File: src/rtl/seg_scan_ctrl.sv
`default_nettype none
// ============================================================================
//  Module      : seg_scan_ctrl
//  Description : Time-multiplexed scan of NDIG 4-bit digits onto one shared
//                7-segment decoder. Each digit slot lasts SCAN_DIV cycles and
//                ends with DEAD blanked cycles. New values are double-buffered
//                and swapped in only at a frame boundary.
//  Options     : define SEG_SCAN_LZB_EN to enable leading-zero blanking.
//  Revision    : 1.0 - initial release
// ============================================================================
module seg_scan_ctrl #(
   parameter int NDIG     = 4,
   parameter int SCAN_DIV = 25,
   parameter int DEAD     = 2
) (
   input  logic              clk,
   input  logic              rst_n,
   input  logic              ena,
   input  logic [4*NDIG-1:0] digits_in,
   input  logic              load,
   output logic              busy,
   output logic [3:0]        hex_out,
   output logic [NDIG-1:0]   dig_en,
   output logic              frame_start
);

   localparam int IW = $clog2(NDIG);
   localparam int CW = $clog2(SCAN_DIV);

   // Last count of a slot, last lit count of a slot, and last digit index.
   // With DEAD == 0 the two counts coincide and the slot-end test wins.
   localparam logic [CW-1:0] CNT_LAST = CW'(SCAN_DIV - 1);
   localparam logic [CW-1:0] ON_LAST  = CW'(SCAN_DIV - DEAD - 1);
   localparam logic [IW-1:0] IDX_LAST = IW'(NDIG - 1);

   typedef enum logic [1:0] {
      ST_IDLE = 2'd0,
      ST_ON   = 2'd1,
      ST_DEAD = 2'd2
   } state_t;

   state_t            state, state_nxt;
   logic [IW-1:0]     idx, idx_nxt;
   logic [CW-1:0]     cnt, cnt_nxt;
   logic              slot_end;
   logic              boundary;

   logic [4*NDIG-1:0] active, active_nxt;
   logic [4*NDIG-1:0] pending, pending_nxt;
   logic              pend, pend_nxt;

   logic [NDIG-1:0]   onehot_nxt;
   logic [NDIG-1:0]   blank;
   logic [3:0]        digit_sel;
   logic [NDIG-1:0]   dig_en_nxt;
   logic [3:0]        hex_nxt;

   // Scan state register: state, digit index and in-slot cycle counter
   always_ff @(posedge clk or negedge rst_n) begin
      if (!rst_n) begin
         state <= ST_IDLE;
         idx   <= '0;
         cnt   <= '0;
      end else begin
         state <= state_nxt;
         idx   <= idx_nxt;
         cnt   <= cnt_nxt;
      end
   end

   // Next-state logic; flags the frame boundary (IDLE entry or last slot end)
   always_comb begin
      state_nxt = state;
      idx_nxt   = idx;
      cnt_nxt   = cnt;
      slot_end  = 1'b0;
      boundary  = 1'b0;
      if (!ena) begin
         state_nxt = ST_IDLE;
         idx_nxt   = '0;
         cnt_nxt   = '0;
      end else begin
         case (state)
            ST_IDLE: begin
               state_nxt = ST_ON;
               idx_nxt   = '0;
               cnt_nxt   = '0;
               boundary  = 1'b1;
            end
            ST_ON: begin
               if (cnt == CNT_LAST) begin
                  slot_end = 1'b1;
               end else begin
                  cnt_nxt = cnt + 1'b1;
                  if (cnt == ON_LAST) begin
                     state_nxt = ST_DEAD;
                  end
               end
            end
            ST_DEAD: begin
               if (cnt == CNT_LAST) begin
                  slot_end = 1'b1;
               end else begin
                  cnt_nxt = cnt + 1'b1;
               end
            end
            default: begin
               state_nxt = ST_IDLE;
               idx_nxt   = '0;
               cnt_nxt   = '0;
            end
         endcase
         if (slot_end) begin
            state_nxt = ST_ON;
            cnt_nxt   = '0;
            if (idx == IDX_LAST) begin
               idx_nxt  = '0;
               boundary = 1'b1;
            end else begin
               idx_nxt = idx + 1'b1;
            end
         end
      end
   end

   // Double buffer: a load on a boundary bypasses pending straight to active
   always_comb begin
      active_nxt  = active;
      pending_nxt = pending;
      pend_nxt    = pend;
      if (boundary) begin
         if (load) begin
            active_nxt = digits_in;
            pend_nxt   = 1'b0;
         end else if (pend) begin
            active_nxt = pending;
            pend_nxt   = 1'b0;
         end
      end else if (load) begin
         pending_nxt = digits_in;
         pend_nxt    = 1'b1;
      end
   end

   // Buffer registers
   always_ff @(posedge clk or negedge rst_n) begin
      if (!rst_n) begin
         active  <= '0;
         pending <= '0;
         pend    <= 1'b0;
      end else begin
         active  <= active_nxt;
         pending <= pending_nxt;
         pend    <= pend_nxt;
      end
   end

   // Outputs are derived from next-cycle values so they can be registered
   // without lagging the state by one cycle.
   assign onehot_nxt = {{(NDIG-1){1'b0}}, 1'b1} << idx_nxt;
   assign digit_sel  = active_nxt[{idx_nxt, 2'b00} +: 4];

`ifdef SEG_SCAN_LZB_EN
   // A digit is blanked when it and every more significant digit are zero;
   // digit 0 always stays lit so a zero value still shows "0".
   assign blank[0] = 1'b0;
   for (genvar k = 1; k < NDIG; k++) begin : g_lzb
      assign blank[k] = ~|active_nxt[4*NDIG-1:4*k];
   end
`else
   assign blank = '0;
`endif

   // Output decode: enables only in ON, hex value holds through DEAD/IDLE
   always_comb begin
      dig_en_nxt = '0;
      hex_nxt    = hex_out;
      if (state_nxt == ST_ON) begin
         dig_en_nxt = onehot_nxt & ~blank;
         hex_nxt    = digit_sel;
      end
   end

   // Registered outputs
   always_ff @(posedge clk or negedge rst_n) begin
      if (!rst_n) begin
         dig_en      <= '0;
         hex_out     <= '0;
         frame_start <= 1'b0;
         busy        <= 1'b0;
      end else begin
         dig_en      <= dig_en_nxt;
         hex_out     <= hex_nxt;
         frame_start <= boundary;
         busy        <= pend_nxt;
      end
   end

endmodule
`default_nettype wire
File: config.mk
export PLATFORM = sky130hd
export DESIGN_NAME = seg_scan_ctrl
export DESIGN_NICKNAME = d
export VERILOG_FILES = /design/src/rtl/seg_scan_ctrl.sv
export SDC_FILE = /design/constraint.sdc
export NUM_CORES = 1
export LEC_CHECK = 0
export ABC_AREA = 1
export BUFFER_PORTS_ARGS = -buffer_cell sky130_fd_sc_hd__buf_2
export CAP_MARGIN = 20
export CORE_ASPECT_RATIO = 1.5
export CORE_MARGIN = 3
export CORE_UTILIZATION = 58
export DETAILED_ROUTE_END_ITERATION = 8
export GPL_TIMING_DRIVEN = 0
export PLACE_DENSITY_LB_ADDON = 0.2
export SETUP_SLACK_MARGIN = 0.05
export SYNTH_ARGS = -nofsm -noshare
export SYNTH_HDL_FRONTEND = slang
export SYNTH_SLANG_ARGS = --single-unit
File: constraint.sdc
create_clock -name clk -period 2.5 [get_ports clk]
set_clock_uncertainty 0.05 [all_clocks]
set_input_delay 0.125 -clock clk [delete_from_list [all_inputs] [get_ports clk]]
set_output_delay 0.125 -clock clk [all_outputs]
set_load 0.05 [all_outputs]
==> flow_summary.ini <==
[sta]
fmax_ghz = 0.463
drv_slew = 0
setup_slack_ns = 0.341
period_share_pct = 86.4
relSlewSlack_pct = 70.7
period_minus_slack_ns = 2.16
rsz0062_at_grt = false
hold_violations = 0
finalSetupViolCount = 0
tightestPinTransition_ns = 0.440
setup_tns_ns = 0
holdWs_ns = 0.00709

[synth]
syn-cell-area_um2 = 2820
synth_top_area_share_pct = 45.3
synth-xor-area-share_pct = 0.622
synth_edf_count = 0
synthCells = 328
synth_area_per_cell_um2 = 8.59
yosysTopAreaCell = dfrtp_1
synthMuxAreaShare_pct = 8.88
ys_seq_area_share_pct = 45.3
synth_ff_type = dfrtp_1
yosys.area_share.simple_pct = 27.4
synthArstFlopShare_pct = 100
ys_types = 31
synth_nets = 356
synth_top_family_by_area = simple AND/OR/NAND/NOR gates
synth_top_cells_by_area = dfrtp_1 45%, nand2_1 11%, nand3_1 6.4%
yosysWarningCount = 0
synth_compound_area_share_pct = 6.22
ys_ff_latch = 51
synthAdderAreaFrac_pct = 3.55

[run_status]
outcome = finished clean

[clocking]
numCtsBuffers = 5
postCtsResizedCells = 0
clk_root_buffer_cell = clkbuf_8
clock_path_buffers = 2
tritoncts = built
cts_setup_buffers = 0
clkLatencyLatePin_ns = 0.31
htree_levels = 2
clk_pin_slew_worst_paths_ns = 0.09
clock-sinks = 51

[grt]
grtUsageTotal_pct = 22.5
grt_pass1_vias = 2212
grt_max_degree = 38
antenna_found_initial = 0
overflow = 0
grt_pass1_wl_um = 10200

[setup_path]
critical_path_required_ns = 2.66
worst_ep_arrival_time_ns = 2.32
reg2reg_depth = 11
critPathCaptureType = flop
path_class = flop to flop
r2r_start = state[0]
worstPathMaxFanout = 6
r2r_setup_slack_ns = 0.34
r2r-end = hex_out[0]
start_kind = flop

[layout]
final_layout_size_suffix_gt1_share_pct = 21.0
diodes = 0
layout_commonest_cell = nand2_1
layout_common_cells = 80 x nand2_1, 51 x dfrtp_1, 36 x inv_1, 36 x nand3_1, 34 x buf_2
final_util_pct = 68.7
fin_nets = 393
fill_cells = 389
syn2layout_area_growth_pct = 12.6

[placed_design]
place.gp.congestion = 0.868
hpwl_um = 4260
dp_worst_setup_slack_ns = 0.368
io_buffers = 28

[hold_path]
hold_path_depth = 2
holdPathEnd = pending[2]
hp-class = input port to flop
min-delay-start = digits_in[2]

[pwr]
power_report.internal_total_mw = 1.38
p_sw_share_pct = 31.7
power_switching_mw = 0.643
pwr-share-seq_pct = 48.9
leakagePower_nw = 1.68
peakVddDrop_v = 0.000393
pwr-share-clk_pct = 26.1
powerDensity_nw_per_um2 = 639
p_comb_share_pct = 24.9

[die]
die_area_um2 = 5750
initial_core_util_pct = 61.0
core-area_um2 = 4620
ios = 30
fp.dieW_um = 62.9
placementRows = 30
die_h_um = 91.3

[route]
wl_per_cell_um = 13.6
drt-initial-drc-count = 66
drcViolationCount = 0
vias = 2207
drt_wl_total_um = 5850
firstDrtPassIters = 5
ant_nets = 0
avgViaCountPerCell = 5.13

[job]
maxCapViolations = 0
critical path, cell delays in order (launching register included):
cell and delay [ns]:
dfrtp_1 0.42, inv_1 0.09, ha_1 0.42, nand2_1 0.07
inv_1 0.13, nand2_1 0.09, nor2_2 0.24, nor2_2 0.10
nand3_1 0.09, nand2_1 0.09, o21ai_1 0.17, nand2_1 0.07
registers in the layout (all words and copies together), names as in the netlist, 2 cells and up:
| signal | count |
|---|---|
| dig_en | 4 |
| hex_out | 4 |
| state | 2 |
| cnt | 5 |
| pending | 16 |
| idx | 2 |
| active | 16 |
cell usage after synthesis, types with 5 or more instances:
| library cell | number |
|---|---|
| o21ai_0 | 22 |
| ha_1 | 8 |
| nand2_1 | 80 |
| buf_2 | 6 |
| dfrtp_1 | 51 |
| and2_1 | 12 |
| nand3_1 | 36 |
| nor2_1 | 16 |
| nor2_2 | 5 |
| inv_1 | 36 |
| mux2_4 | 12 |
| mux2i_1 | 7 |
area by class of cell:
cell class	count	area, um^2	share of cell area [%]
Tap cell	64	80.1	2.53
Buffer	11	78.8	2.49
Sequential cell	51	1280	40.3
Multi-Input combinational cell	227	1320	41.5
Timing Repair Buffer	30	170	5.37
Clock inverter	1	7.51	0.237
Inverter	39	146	4.62
Clock buffer	7	96.3	3.04
worst max path at each step:
| stage | end | slack, ns | startpoint |
|---|---|---|---|
| after detailed placement | pending[9] | 0.37 | state[0] |
| after global routing | hex_out[1] | 0.12 | state[0] |
| after global placement | pending[11] | 0.38 | state[0] |
| final | hex_out[0] | 0.34 | state[0] |
| after CTS | pending[9] | 0.35 | state[0] |
| after floorplan | pending[0] | 0.63 | state[0] |
repair_timing:
item	in CTS	in global routing
endpoints found under the setup margin	0	0
hold buffers	1	0
endpoints found under the hold margin	14	0
kinds of logic (layout without fill, tap and decap cells):
family | count (synthesis) | count (layout)
buffers and inverters | 50 | 88
multiplexers | 19 | 19
AO/OA/AOI/OAI | 33 | 33
AND/OR/NAND/NOR | 165 | 165
adder cells (fa/ha/maj) | 8 | 8
XOR/XNOR | 2 | 2
flip-flops | 51 | 51
power groups by stage:
stage          clock network [mW]  logic (mW)  registers [mW]
2_1_floorplan                   0       0.305            1.07
3_3_place_gp                    0       0.486            1.00
3_5_place_dp                    0       0.503            1.01
4_1_cts                     0.539       0.509           0.991
5_1_grt                     0.566       0.564            1.01
6_report                    0.529       0.505           0.991
metal layers:
| metal | vias to the layer above | GRT usage [%] | part of all wire, % |
|---|---|---|---|
| met5 | - | 0 | 0 |
| met4 | 0 | 7.73 | 1.5 |
| met3 | 6 | 3.96 | 2.9 |
| met2 | 43 | 39.5 | 52 |
| met1 | 1027 | 27.6 | 44 |
| li1 | 1131 | - | - |
stage by stage:
step / cell area [um^2] / instances / total power, mW
after detailed placement: 3060 / 421 / 1.51
final: 3170 / 430 / 2.03
after CTS: 3170 / 430 / 2.04
after global placement: 3040 / 420 / 1.49
after floorplan: 2820 / 328 / 1.37
after global routing: 3170 / 430 / 2.14
(Power assumes the default switching activity.)
